==> config.mk <==
export PLATFORM = sky130hd
export DESIGN_NAME = pipeline_stall_ctrl
export DESIGN_NICKNAME = d
export VERILOG_FILES = /design/src/rtl/mips_pkg.sv /design/src/rtl/aes_wait_timer.sv /design/src/rtl/pipeline_stall_ctrl.sv
export SDC_FILE = /design/constraint.sdc
export NUM_CORES = 1
export LEC_CHECK = 0
export ABC_AREA = 1
export BUFFER_PORTS_ARGS = -buffer_cell sky130_fd_sc_hd__buf_2
export CAP_MARGIN = 20
export CORE_MARGIN = 2
export CORE_UTILIZATION = 30
export CTS_CLUSTER_SIZE = 14
export DETAILED_ROUTE_END_ITERATION = 10
export PLACE_DENSITY = 0.53
export SLEW_MARGIN = 10
export SYNTH_ARGS = -nofsm -noshare
export SYNTH_HDL_FRONTEND = slang
export SYNTH_SLANG_ARGS = --single-unit
==> constraint.sdc <==
create_clock -name clk -period 1.7 [get_ports clk]
set_input_delay 0.085 -clock clk [delete_from_list [all_inputs] [get_ports clk]]
set_output_delay 0.085 -clock clk [all_outputs]
set_load 0.05 [all_outputs]
==> src/rtl/mips_pkg.sv <==
// Shared types and constants for the MIPS pipeline control blocks.
package mips_pkg;
  typedef enum logic {RUN, AES_WAIT} state_t;
  localparam logic [4:0] REG_ZERO        = 5'd0;
  localparam int         DEF_AES_TIMEOUT = 64;
endpackage

==> src/rtl/aes_wait_timer.sv <==
// Watchdog counter for the AES wait: synchronous clear, count enable, terminal count at AES_TIMEOUT-1.
module aes_wait_timer
  import mips_pkg::*;
#(
  parameter int AES_TIMEOUT = DEF_AES_TIMEOUT
) (
  input  logic clk,
  input  logic rst,
  input  logic clr,
  input  logic en,
  output logic tc
);
  localparam int TW = (AES_TIMEOUT > 2) ? $clog2(AES_TIMEOUT) : 1;

  logic [TW-1:0] r_cnt;

  always_ff @(posedge clk) begin
    if (rst || clr) r_cnt <= '0;
    else if (en)    r_cnt <= r_cnt + 1'b1;
  end

  assign tc = (r_cnt == TW'(AES_TIMEOUT - 1));
endmodule

==> src/rtl/pipeline_stall_ctrl.sv <==
// Stall/flush sequencer: merges load-use, branch-operand and AES-wait stalls into PC/IF/ID/ID/EX controls.
// Optional stall-cycle performance counter enabled by defining PERF_CNT_EN.
module pipeline_stall_ctrl
  import mips_pkg::*;
#(
  parameter int AES_TIMEOUT = DEF_AES_TIMEOUT,
  parameter int CNT_W       = 32
) (
  input  logic       clk,
  input  logic       rst,
  input  logic [4:0] ifid_rs,
  input  logic [4:0] ifid_rt,
  input  logic [4:0] idex_rd,
  input  logic       idex_mem_read,
  input  logic       idex_reg_write,
  input  logic [4:0] exmem_rd,
  input  logic       exmem_mem_read,
  input  logic       branch_id,
  input  logic       branch_taken,
  input  logic       aes_start,
  input  logic       aes_done,
  output logic       pc_we,
  output logic       ifid_we,
  output logic       idex_bubble,
  output logic       ifid_flush,
  output logic       aes_go,
  output logic       aes_err
`ifdef PERF_CNT_EN
  ,
  output logic [CNT_W-1:0] stall_cycles
`endif
);
  state_t r_state, w_state_nxt;
  logic   r_aes_err;
  logic   w_lu, w_bx, w_bm, w_haz;
  logic   w_tmr_clr, w_tmr_en, w_tmr_tc, w_set_err;

  function automatic logic match(input logic [4:0] rd, input logic [4:0] rs, input logic [4:0] rt);
    return (rd != REG_ZERO) && ((rd == rs) || (rd == rt));
  endfunction

  assign w_lu  = idex_mem_read && match(idex_rd, ifid_rs, ifid_rt);
  assign w_bx  = branch_id && idex_reg_write && match(idex_rd, ifid_rs, ifid_rt);
  assign w_bm  = branch_id && exmem_mem_read && match(exmem_rd, ifid_rs, ifid_rt);
  assign w_haz = w_lu | w_bx | w_bm;

  aes_wait_timer #(.AES_TIMEOUT(AES_TIMEOUT)) u_tmr (
    .clk (clk),
    .rst (rst),
    .clr (w_tmr_clr),
    .en  (w_tmr_en),
    .tc  (w_tmr_tc)
  );

  always_ff @(posedge clk) begin
    if (rst) begin
      r_state   <= RUN;
      r_aes_err <= 1'b0;
    end else begin
      r_state <= w_state_nxt;
      if (w_set_err) r_aes_err <= 1'b1;
    end
  end

  // Mealy outputs; reset overrides every state so a held rst keeps the pipe frozen.
  always_comb begin
    w_state_nxt = r_state;
    pc_we       = 1'b1;
    ifid_we     = 1'b1;
    idex_bubble = 1'b0;
    ifid_flush  = 1'b0;
    aes_go      = 1'b0;
    w_tmr_clr   = 1'b0;
    w_tmr_en    = 1'b0;
    w_set_err   = 1'b0;
    if (rst) begin
      pc_we       = 1'b0;
      ifid_we     = 1'b0;
      idex_bubble = 1'b1;
      w_state_nxt = RUN;
    end else begin
      case (r_state)
        RUN: begin
          if (w_haz) begin
            pc_we       = 1'b0;
            ifid_we     = 1'b0;
            idex_bubble = 1'b1;
          end else if (aes_start) begin
            aes_go      = 1'b1;
            w_tmr_clr   = 1'b1;
            w_state_nxt = AES_WAIT;
          end else if (branch_taken) begin
            ifid_flush = 1'b1;
          end
        end
        AES_WAIT: begin
          pc_we       = 1'b0;
          ifid_we     = 1'b0;
          idex_bubble = 1'b1;
          if (aes_done) begin
            w_state_nxt = RUN;
          end else if (w_tmr_tc) begin
            w_set_err   = 1'b1;
            w_state_nxt = RUN;
          end else begin
            w_tmr_en = 1'b1;
          end
        end
        default: w_state_nxt = RUN;
      endcase
    end
  end

  assign aes_err = r_aes_err;

`ifdef PERF_CNT_EN
  logic [CNT_W-1:0] r_stall_cycles;

  always_ff @(posedge clk) begin
    if (rst)                                    r_stall_cycles <= '0;
    else if (!pc_we && (r_stall_cycles != '1))  r_stall_cycles <= r_stall_cycles + 1'b1;
  end

  assign stall_cycles = r_stall_cycles;
`endif
endmodule
After elaboration in Yosys (flattened, before gate mapping) --
Index checks and enable logic that the tools add are counted.
Cells by class: add/sub/neg operators 1, eq/ne operators 5, multiplexer cells 24, bitwise operators 3, reduce and logical (&&, ||, !) cells 12
Operator list (count):
- 1-bit two-way mux | 21
- 5-bit == test | 4
- 5-bit nonzero test | 2
- 1-bit logical AND | 7
- 6-bit by 1-bit adder with 6-bit output, second input constant | 1
- 6-bit == test, second input constant | 1
- 1-bit case mux with 2 select lines | 3
- 1-bit logical OR | 3
- 1-bit bitwise OR | 2
- 1-bit inverter | 1
Storage, ports and cells: bits in registers 8, input bits 29, output and inout port bits 6, word-level logic and storage cells 48

Longest topological paths before layout --
Gate-level depths: netlist of the first run.
depth after elaboration 10, mapped depth 12, gate-level depth less buffers 11

Cells and area by module --
From an unflattened synthesis of the first run, not the netlist that was laid out.
Second synthesis, totals: cells, all modules 141, area, all modules 788.3 um^2
Modules (own cells, without submodules):
- pipeline_stall_ctrl | times used 1, cells an instance 104, area each 520.5 um^2, seq. area each 40.0 um^2
- aes_wait_timer | times used 1, cells an instance 37, area each 267.8 um^2, seq. area each 120.1 um^2

Worst setup path before layout of the first run --
OpenSTA, ideal clock, no wires.
path type in2out, start point in exmem_rd[2], end point out ifid_flush, arrival time 1711 ps, required time 1615 ps, slack -96 ps, stages on the path 11, buffers on the path 0, cells stage by stage inv_1 > nand2_1 > nand2_1 > nor2_1 > nand3_1 > nand2_1 > nand2_1 > nand2_1 > nor2_1 > nand2_1 > nor2_1
On the way: longest elaborated chain between the ends 8, elaborated cells on any way between the ends 10, classes of those cells eq/ne (2); mux (3); bitwise (1); reduce/logical (4)
RTL lines:
- from (decl) | line pipeline_stall_ctrl.sv:16 | input logic [4:0] exmem_rd,
- 5-bit == test | line pipeline_stall_ctrl.sv:39 | return (rd != REG_ZERO) && ((rd == rs) || (rd == rt));
- 1-bit logical OR | line pipeline_stall_ctrl.sv:39
- 1-bit logical AND (*) | line pipeline_stall_ctrl.sv:39
- 1-bit logical AND (*) | line pipeline_stall_ctrl.sv:44 | assign w_bm = branch_id && exmem_mem_read && match(exmem_rd, ifid_rs, ifid_rt);
- 1-bit bitwise OR (*) | line pipeline_stall_ctrl.sv:45 | assign w_haz = w_lu | w_bx | w_bm;
- 1-bit two-way mux (*) | line pipeline_stall_ctrl.sv:84 | if (w_haz) begin
- 1-bit two-way mux (*) | line pipeline_stall_ctrl.sv:82 | case (r_state)
- 1-bit two-way mux (*) | line pipeline_stall_ctrl.sv:76 | if (rst) begin
- to (decl) | line pipeline_stall_ctrl.sv:25 | output logic ifid_flush,
Every way passes the cells marked *; elsewhere a longest branch is shown, timed or not.

Worst setup path in the final report of the first run --
start point reg u_tmr.r_cnt[0], end point reg u_tmr.r_cnt[2]
On the way: longest elaborated chain between the ends 5, elaborated cells on any way between the ends 6, classes of those cells add/sub (1); eq/ne (1); mux (4)
RTL lines:
- from (decl) | line aes_wait_timer.sv:15 | logic [TW-1:0] r_cnt;
- from (signal assigned) | line aes_wait_timer.sv:19 | else if (en) r_cnt <= r_cnt + 1'b1;
- 6-bit == test | line aes_wait_timer.sv:22 | assign tc = (r_cnt == TW'(AES_TIMEOUT - 1));
- 1-bit two-way mux | line pipeline_stall_ctrl.sv:102 | end else if (w_tmr_tc) begin
- 1-bit two-way mux | line pipeline_stall_ctrl.sv:100 | if (aes_done) begin
- 1-bit two-way mux | line pipeline_stall_ctrl.sv:82
- 1-bit two-way mux | line pipeline_stall_ctrl.sv:76
Several ways; a longest one is shown, not always the timed one. A chain may end at the register's enable or synchronous reset.

==> results of run 1 <==
[where the power goes]
group | switching, mW | internal [mW] | total (mW)
registers | 0.00230 | 0.191 | 0.193
logic | 0.131 | 0.0708 | 0.201
clock network | 0.0677 | 0.0810 | 0.149
total | 0.201 | 0.342 | 0.543
[cell usage in the layout, fill, tap and decap left out, types with 2 or more instances in the layout]
cell type  count
nand4_1        3
xor2_1         6
inv_2          2
nand3_1        7
xnor2_1        5
inv_1         28
clkbuf_4       3
o21ai_1        2
nand2_1       55
nor3_1         2
nor2_1        23
a21oi_1        2
buf_2         34
dfxtp_1        8
[sequential cells by signal (all words and copies together), names as in the netlist]
signal and flops:
r_state 1, aes_err 1, u_tmr.r_cnt 6
[cells by family (layout without fill, tap and decap cells)]
group | Yosys count | in the layout | synth area share [%]
XOR/XNOR | 11 | 11 | 11.4
adder cells (fa/ha/maj) | 1 | 1 | 1.48
flip-flops | 8 | 8 | 18.9
AND/OR/NAND/NOR | 94 | 94 | 46.1
AO/OA/AOI/OAI | 6 | 6 | 5.46
buffers and inverters | 33 | 69 | 16.7
[cell type report]
class	count	area [sq um]
timing repair buffer	34	170
fill	320	1630
sequential	8	160
clock buffer	3	22.5
tap	31	38.8
multi-input combinational	112	551
inverter	32	138
[cell usage after synthesis]
cell type  instances  area share, %
nand4_1            3            2.2
nor3_4             1            1.9
o21ai_1            2            1.2
xor2_1             6            6.2
bufinv_8           1            2.1
a21oi_1            2            1.2
buf_4              1           0.89
nand3_2            1            1.2
o21ai_0            1           0.59
inv_2              2           0.89
ha_1               1            1.5
inv_1             29             13
xnor2_1            5            5.2
nor2_1            24             11
dfxtp_1            8             19
nand3_1            7            4.1
nand2_1           56             25
o31ai_4            1            2.5
nor3_1             2            1.2
[worst paths after layout]
check | start | to | slack, ns | depth (start not counted)
max reg2reg | u_tmr.r_cnt[0]$_SDFFE_PP0P_ | u_tmr.r_cnt[2]$_SDFFE_PP0P_ | 0.19 | 8
min reg2reg | aes_err$_SDFFE_PP0P_ | aes_err$_SDFFE_PP0P_ | 0.48 | 2
max | u_tmr.r_cnt[0]$_SDFFE_PP0P_ | u_tmr.r_cnt[2]$_SDFFE_PP0P_ | 0.19 | 8
min | rst | aes_err$_SDFFE_PP0P_ | 0.05 | 2
[metrics by stage]
| step | cell area [sq um] | setup WS, ns | std cells | hold WS, ns |
|---|---|---|---|---|
| after CTS | 1080 | 0.177 | 220 | 0.0395 |
| after detailed placement | 1060 | 0.175 | 217 | 0.315 |
| final | 1080 | 0.185 | 220 | 0.0468 |
| after global placement | 1060 | 0.232 | 217 | 0.313 |
| after global routing | 1080 | 0.0352 | 220 | 0.0654 |
| after floorplan | 856 | 0.140 | 153 | 0.157 |
[worst max-delay path, stage by stage (launching register included)]
cell     delay, ns
dfxtp_1       0.38
ha_1          0.20
nand3_2       0.13
o31ai_4       0.28
inv_2         0.13
nand2_1       0.09
xnor2_1       0.11
inv_1         0.05
nor2_1        0.08
[metal layers]
layer	vias up	share of wire, %
li1	526	-
met1	395	49
met2	18	45
met3	0	5.6
met4	0	0
met5	-	0
==> impl_results.md, run 1 <==
* Flops & latches, synth at 8
* Final Setup Violations at 0
* Post-Syn Area per Cell at roughly 5.5 sq um
* Syn-to-layout area delta at 27.5%
* Worst Clk Skew at 0.00271 ns
* Achievable frequency at 660 MHz
* Final WL at 1.95 mm
* Clock latency on the worst-skew pair at 0.25 ns
* TritonCTS Buffers at 3
* Max Slew Vio Count at 0
* Ant. Diodes at 0
* Core ar. at 2710 sq um
* Clk pin slew, worst setup/hold paths at around 0.06 ns
* Largest net degree at the start of global routing at 9
* Outcome: complete, no violations
* Clock buffer depth at 2
* Yosys warnings at 0
* Vias per cell at 4.27
* Initial Util at about 31%
* DRT iter0 DRCs at 27
* GR Util All Layers at about 13%
* Setup_tns at 0 ns
* VDD IR max at 0.000321 V
* WP data arrival at between 1.5 and 2 ns
* Unique masters post-synth at 19
* Fin crit share at 89.1%
* Setup crit end kind: flip-flop
* Fraction of layout cells with a size suffix above 1 at 24.3%
* Hold Buf Count CTS at 0
* I/O Buffers at 34
* CP Data Required Time at around 1.9 ns
* RePlAce Congestion at 0.787
* RSZ-0062 raised after global routing: no
* Gr ovfl total at 0
* Final min period at 1.51 ns
* First-pass GRT wire length at 3.53 mm
* Worst-path fanout max at 8
* Wire length per cell at 8.88 um
* PD cells at 503 nW/um^2
* Root buf cell: clkbuf_4
* Post-CTS Setup Bufs at 0
* # DRC at 0
* Die extent in x at 57.1 um
* Synth Instances at ~150
* Die ar. at 3260 sq um
* Via count at around 940
* Worst Setup Start Kind: flip-flop
* Hold WC Path Type: primary input to flip-flop
* Worst-Margin Slew at 0.283 ns
* Util after Layout at 39.8%
* Antenna violation net count after detailed routing at 0
* Drt first pass iters at 4
* Layout Nets at 221
* Die Y at 57.1 um
* FP Rows at 19
* CTS tree: built
* Max cap viols at 0
* Design Power at 0.543 mW
* Final hold vios at 0
* Initial antenna violation count at 0
* CTS Sinks at 8
* Post-DP HPWL at 1.69 mm
* CP Class: flip-flop to flip-flop
* H-tree depth reported by CTS at 1
* Met3 Resource Use GR at 4.31%
* Sequential share of the synthesized area at 18.9%
* Gr busiest metal: met2
* Ports at 35
* Worst rel slew slack at 81.2%
* Synthesized netlist net count at roughly 180
* Mapped Area at 847 sq um
* Met2 Use GR at 23.0%
* PostCTS Resize Cnt at 0
* Met1 usage at about 17%
* Number of global-route vias before repair at 888
* Cell leakage power at 0.630 nW
Power figures use the tool's default switching activity.
==> inputs of run 2 (changes only) <==
Settings changed: CAP_MARGIN 20 to 10, CORE_UTILIZATION 30 to 35, PLACE_DENSITY 0.53 to 0.6.
==> impl_results.md, run 2 (synthesis gave the netlist of run 1 again) <==
* Outcome: complete, no violations
* Worst rel slew slack at 83.9% (+2.7 points)
* DRT iter0 DRCs at 24 (-11%)
* Design area at 1090 sq um (+0.81%)
* DP Worst Slack at 0.130 ns (-0.0450 ns)
* Largest net degree at the start of global routing at 9 (unchanged)
* H-tree depth reported by CTS at 1 (unchanged)
* RSZ-0062 raised after global routing: no
* WP data arrival at 1.67 ns (-0.04 ns)
* Root buf cell: clkbuf_4
* Clock buffer depth at 2 (unchanged)
* Setup crit end kind: flip-flop
* Antenna violation net count after detailed routing at 0 (unchanged)
* Initial antenna violation count at 0 (unchanged)
* Die Y at 53.2 um (-6.9%)
* Register area at 163 sq um (+1.6%)
* CP Data Required Time at 1.89 ns (about the same)
* Number of global-route vias before repair at 843 (-5.1%)
* Vias per cell at 4.48 (+5.0%)
* Final min period at 1.48 ns (-0.0324 ns)
* Clock share of power at 26.9% (-0.5 points)
* Cell leakage power at 0.632 nW (+0.34%)
* Final WL at 1.98 mm (+1.2%)
* Achievable frequency at 675 MHz (+2.2%)
* Fraction of layout cells with a size suffix above 1 at 26.3% (+2.0 points)
* Hold Buf Count CTS at 0 (unchanged)
* TritonCTS Buffers at 3 (unchanged)
* Power Internal at 0.344 mW (+0.34%)
* Clock latency on the worst-skew pair at 0.26 ns (about the same)
* Logic pwr share at 37.4% (+0.3 points)
* Register share of total power at 35.7% (+0.2 points)
* FP Rows at 17 (-2)
* RePlAce Congestion at 0.804 (+2.3%)
* Via count at 977 (+4.0%)
* CP Class: flip-flop to flip-flop
* CTS Sinks at 8 (unchanged)
* Most frequent cells in the layout: nand2_1, buf_2, inv_1, nor2_1, nand3_1
* Multi-input combinational cell area at 553 sq um (+0.45%)
* Core ar. at 2250 sq um (-17%)
* Die extent in x at 53.2 um (-6.9%)
* GR Util All Layers at 15.6% (+2.1 points)
* Placed instance area at 1050 sq um (-0.35%)
* Fillcell total at 245 (-23%)
* CTS tree: built
* Final hold slack at 0.0443 ns (-0.00251 ns)
* # DRC at 0 (unchanged)
* Syn-to-layout area delta at 28.5%
* I/O Buffers at 34 (unchanged)
* VDD IR max at 0.000355 V (+10%)
* Max cap viols at 0 (unchanged)
* Setup WS post-layout at 0.217 ns (+0.0324 ns)
* Wire length per cell at 9.07 um (+2.2%)
* First-pass GRT wire length at 3.24 mm (-8.0%)
* Worst-Margin Slew at 0.241 ns (-0.0415 ns)
* Final Setup Violations at 0 (unchanged)
* Drt first pass iters at 5 (+1)
* Commonest non-fill, non-tap cell in the layout: nand2_1
* Fin crit share at 87.2% (-1.9 points)
* Initial Util at 37.6% (+6.3 points)
* PD cells at 497 nW/um^2 (-1.1%)
* Post-DP HPWL at 1.70 mm (+0.71%)
* Sw Share at 36.5% (-0.39 points)
* Final hold vios at 0 (unchanged)
* Ports at 35 (unchanged)
* Hold WC Path Type: primary input to flip-flop
* Ant. Diodes at 0 (unchanged)
* P_sw at 0.198 mW (-1.3%)
* Layout Nets at 222 (+0.45%)
* Worst Clk Skew at 0.00549 ns (+0.00278 ns)
* Gr ovfl total at 0 (unchanged)
* Max Slew Vio Count at 0 (unchanged)
* Clk pin slew, worst setup/hold paths at 0.06 ns (about the same)
* Die ar. at 2830 sq um (-13%)
* Max reg flops at 6 (unchanged)
* Worst-path fanout max at 8 (unchanged)
* Worst Setup Start Kind: flip-flop
* Biggest register: u_tmr.r_cnt
* Setup_tns at 0 ns (unchanged)
## run 2: changes by cell type in the layout (fill, tap and decap cells not counted), sizes merged
| cell | previous run | this run |
|---|---|---|
| buf | 34 | 35 |
## run 2: final cells by class
cell class	count	area share [%]
multi-input cells	112	50.8
repair buffers	35	16.3
flip-flops and latches	8	14.9
inverters	32	12.6
well taps	28	3.22
clock buffers	3	2.07
## run 2: path summary, 6_finish.rpt
kind,startpoint,end,slack (ns),depth (start not counted)
worst max-delay path,u_tmr.r_cnt[0]$_SDFFE_PP0P_,u_tmr.r_cnt[2]$_SDFFE_PP0P_,0.22,8
worst min register to register,aes_err$_SDFFE_PP0P_,aes_err$_SDFFE_PP0P_,0.46,2
worst min-delay path,rst,aes_err$_SDFFE_PP0P_,0.04,2
worst max register to register,u_tmr.r_cnt[0]$_SDFFE_PP0P_,u_tmr.r_cnt[2]$_SDFFE_PP0P_,0.22,8
## run 2: critical path, stage by stage (launching register included)
cell,delay (ns)
dfxtp_2,0.36
ha_2,0.19
nand3_2,0.12
o31ai_4,0.29
inv_2,0.11
nand2_1,0.09
xnor2_1,0.11
inv_1,0.05
nor2_1,0.09
## run 2: layer usage
metal,part of all wire (%),track usage (%),routed length [um]
met2,47,26.9,927
met5,0,0,0
met3,6.8,4.24,135
met1,46,18.9,915
met4,0,3.85,0
## run 2: power by group through the flow
stage	clock, mW	combinational [mW]	sequential, mW
after global routing	0.165	0.226	0.193
after global placement	0	0.199	0.197
after detailed placement	0	0.202	0.197
after floorplan	0	0.131	0.197
after CTS	0.151	0.202	0.193
final	0.146	0.202	0.193
## run 2: repair_timing
item                       4_1_cts  5_1_grt
buffers inserted                 0        1
resized for setup                0        3
setup endpoints to repair        0        1
## run 2: through the flow
stage                     utilization [%]  power, mW  instances
after floorplan                         -      0.328        153
after global placement               46.7      0.396        214
after detailed placement             46.7      0.399        214
after CTS                            47.7      0.547        217
after global routing                 48.3      0.584        218
final                                48.3      0.541        218
==> inputs of run 3 (changes only) <==
Settings changed: PLACE_DENSITY 0.6 to 0.61, SYNTH_HIERARCHICAL set to 1.
==> impl_results.md, run 3 <==
* Outcome: complete, no violations
* WL met2 at 930 um (+0.32%)
* Final Setup Violations at 0 (unchanged)
* Vias per cell at 4.45 (-0.77%)
* Max reg flops at 6 (unchanged)
* Fillcell total at 247 (+0.82%)
* PD cells at 520 nW/um^2 (+4.5%)
* Fraction of layout cells with a size suffix above 1 at 30.6% (+4.2 points)
* Biggest register: u_tmr/r_cnt
* M1 wire length at 893 um (-2.4%)
* Met3 wire length at 127 um (-5.9%)
* Register area at 161 sq um (-0.77%)
* Util after Layout at 48.5% (+0.22 points)
* Worst Clk Skew at 0.00836 ns (+0.00287 ns)
* Design area at 1050 sq um (-3.3%)
* Worst rel slew slack at 77.0% (-6.9 points)
* Initial antenna violation count at 0 (unchanged)
* Ys async rst share at 0% (unchanged)
* Worst-Margin Slew at 0.343 ns (+0.101 ns)
* CTS tree: built
* Via count at 925 (-5.3%)
* Layout Nets at 212 (-4.5%)
* Top cell type's share of synthesized area at 21.0% (-3.9 points)
* Worst-path fanout max at 4 (-4)
* Antenna violation net count after detailed routing at 0 (unchanged)
* Die Y at 51.5 um (-3.3%)
* Final hold vios at 0 (unchanged)
* FP Rows at 17 (unchanged)
* Hold WC Path Type: primary input to flip-flop
* Fin crit share at 96.3% (+9.1 points)
* Final min period at 1.64 ns (+0.154 ns)
* Max Slew Vio Count at 0 (unchanged)
* Max cap viols at 0 (unchanged)
* Initial Util at 36.3% (-1.2 points)
* H-tree depth reported by CTS at 1 (unchanged)
* Unique masters post-synth at 20 (+1)
* Mapped Area at 788 sq um (-6.9%)
* Placed instance area at 1000 sq um (-5.1%)
* CP Data Required Time at 1.87 ns (-0.02 ns)
* RePlAce Congestion at 0.813 (+1.1%)
* CTS Sinks at 8 (unchanged)
* Sequential share of the synthesized area at 20.3% (+1.4 points)
* Ant. Diodes at 0 (unchanged)
* Syn-to-layout area delta at 33.5%
* Top routing layer used: met3
* Synthesized netlist net count at 171 (-6.6%)
* Synth cell count leaders: nand2_1, inv_1, nor2_1
* Setup crit end kind: flip-flop
* Die ar. at 2650 sq um (-6.4%)
* VDD IR max at 0.000557 V (+57%)
* Drt first pass iters at 4 (-1)
* CP Class: flip-flop to flip-flop
* Gr ovfl total at 0 (unchanged)
* DRT iter0 DRCs at 20 (-17%)
* Yosys warnings at 6 (+6)
* Clk pin slew, worst setup/hold paths at 0.05 ns (about the same)
* I/O Buffers at 34 (unchanged)
* Synth Flop Type: dfxtp_1
* Cell leakage power at 0.612 nW (-3.2%)
* Clock latency on the worst-skew pair at 0.26 ns (about the same)
* Wire length per cell at 9.38 um (+3.4%)
* Multi-input combinational cell area at 532 sq um (-3.8%)
* # DRC at 0 (unchanged)
* Post-Syn Area per Cell at 5.59 sq um (+0.98%)
* Ports at 35 (unchanged)
* Dominant cell type by area after synthesis: nand2_1
* Flops & latches, synth at 8 (unchanged)
* Count leader, synth: nand2_1
* Most frequent cells in the layout: nand2_1, buf_2, inv_1, nor2_1, nand3_1
* Die extent in x at 51.5 um (-3.3%)
* Achievable frequency at 611 MHz (-9.4%)
* GR Util All Layers at 15.3% (-0.24 points)
* Synth Instances at 141 (-7.8%)
* Synth top area cells: nand2_1, dfxtp_1, inv_1
* First-pass GRT wire length at 3.09 mm (-4.7%)
* Post-synth EDFFs at 0 (unchanged)
* Number of global-route vias before repair at 810 (-3.9%)
* TritonCTS Buffers at 3 (unchanged)
* Post-DP HPWL at 1.63 mm (-4.3%)
* Root buf cell: clkbuf_4
* WP data arrival at 1.81 ns (+0.14 ns)
* Clock buffer depth at 2 (unchanged)
* Core ar. at 2170 sq um (-3.8%)
* Commonest non-fill, non-tap cell in the layout: nand2_1
* Worst Setup Start Kind: flip-flop
* Final hold slack at 0.106 ns (+0.0613 ns)
* Final WL at 1.95 mm (-1.4%)
* Largest net degree at the start of global routing at 7 (-2)
## run 3: cell types whose count changed after synthesis, sizes merged
| cell | change |
|---|---|
| inv | -2 |
| o31ai | -1 |
| xor2 | -1 |
| nor2 | -2 |
| o21ai | +1 |
| bufinv | -1 |
| nor4 | +1 |
| a21oi | +4 |
| xnor2 | -1 |
| nand2 | -9 |
| nor3 | -1 |
## run 3: logic make-up after synthesis
logic type,Yosys count,synth area share [%]
AND/OR/NAND/NOR,83,46.5
buffers and inverters,30,14.8
AO/OA/AOI/OAI,10,6.83
XOR/XNOR,9,10.0
flip-flops,8,20.3
adder cells (fa/ha/maj),1,1.59
## run 3: through the flow
step	setup WS, ns	cells	power, mW	setup TNS, ns
floorplan	0.0540	141	0.330	0
global placement	0.101	203	0.400	0
detailed placement	0.0278	203	0.404	0
CTS	0.0121	206	0.551	0
global route	-0.0417	208	0.589	-0.0593
finish	0.0630	208	0.547	0
## run 3: area by class of cell
cell class	count	area share (%)
multi-input combinational	103	50.5
timing repair buffer	37	18.3
sequential	8	15.3
inverter	29	10.3
tap	28	3.33
clock buffer	3	2.14
## run 3: critical path, stage by stage (launching register included)
cell and delay, ns:
dfxtp_2 0.33, ha_2 0.18, nand3_1 0.07, nor2_1 0.07, nor4_4 0.39, buf_4 0.18
buf_4 0.11, o21ai_0 0.09, a21oi_1 0.14
## run 3: power breakdown
| part | total (mW) | leakage (nW) | switching (mW) | internal [mW] |
|---|---|---|---|---|
| clock network | 0.143 | 0.0138 | 0.0622 | 0.0806 |
| registers | 0.195 | 0.0653 | 0.00255 | 0.192 |
| logic | 0.210 | 0.532 | 0.133 | 0.0770 |
## run 3: repair_timing
item / in CTS / in global routing
buffers inserted: 0 / 2
resized for setup: 0 / 4
hold endpoints to repair: 0 / 0
hold buffers: 0 / 0
endpoints found under the setup margin: 0 / 6
## run 3: metal layers
layer  vias to the layer above  global-route usage (%)
li1                        505                       -
met1                       395                    18.4
met2                        25                    26.9
met3                         0                    4.68
met4                         0                    2.63
met5                         -                       0
## run 3: final timing paths
path | start | end | slack (ns) | depth (start not counted)
max reg2reg | u_tmr/r_cnt[0]$_SDFFE_PP0P_ | u_tmr/r_cnt[0]$_SDFFE_PP0P_ | 0.06 | 8
max | u_tmr/r_cnt[0]$_SDFFE_PP0P_ | u_tmr/r_cnt[0]$_SDFFE_PP0P_ | 0.06 | 8
min | rst | aes_err$_SDFFE_PP0P_ | 0.11 | 2
min reg2reg | u_tmr/r_cnt[4]$_SDFFE_PP0P_ | u_tmr/r_cnt[4]$_SDFFE_PP0P_ | 0.46 | 2
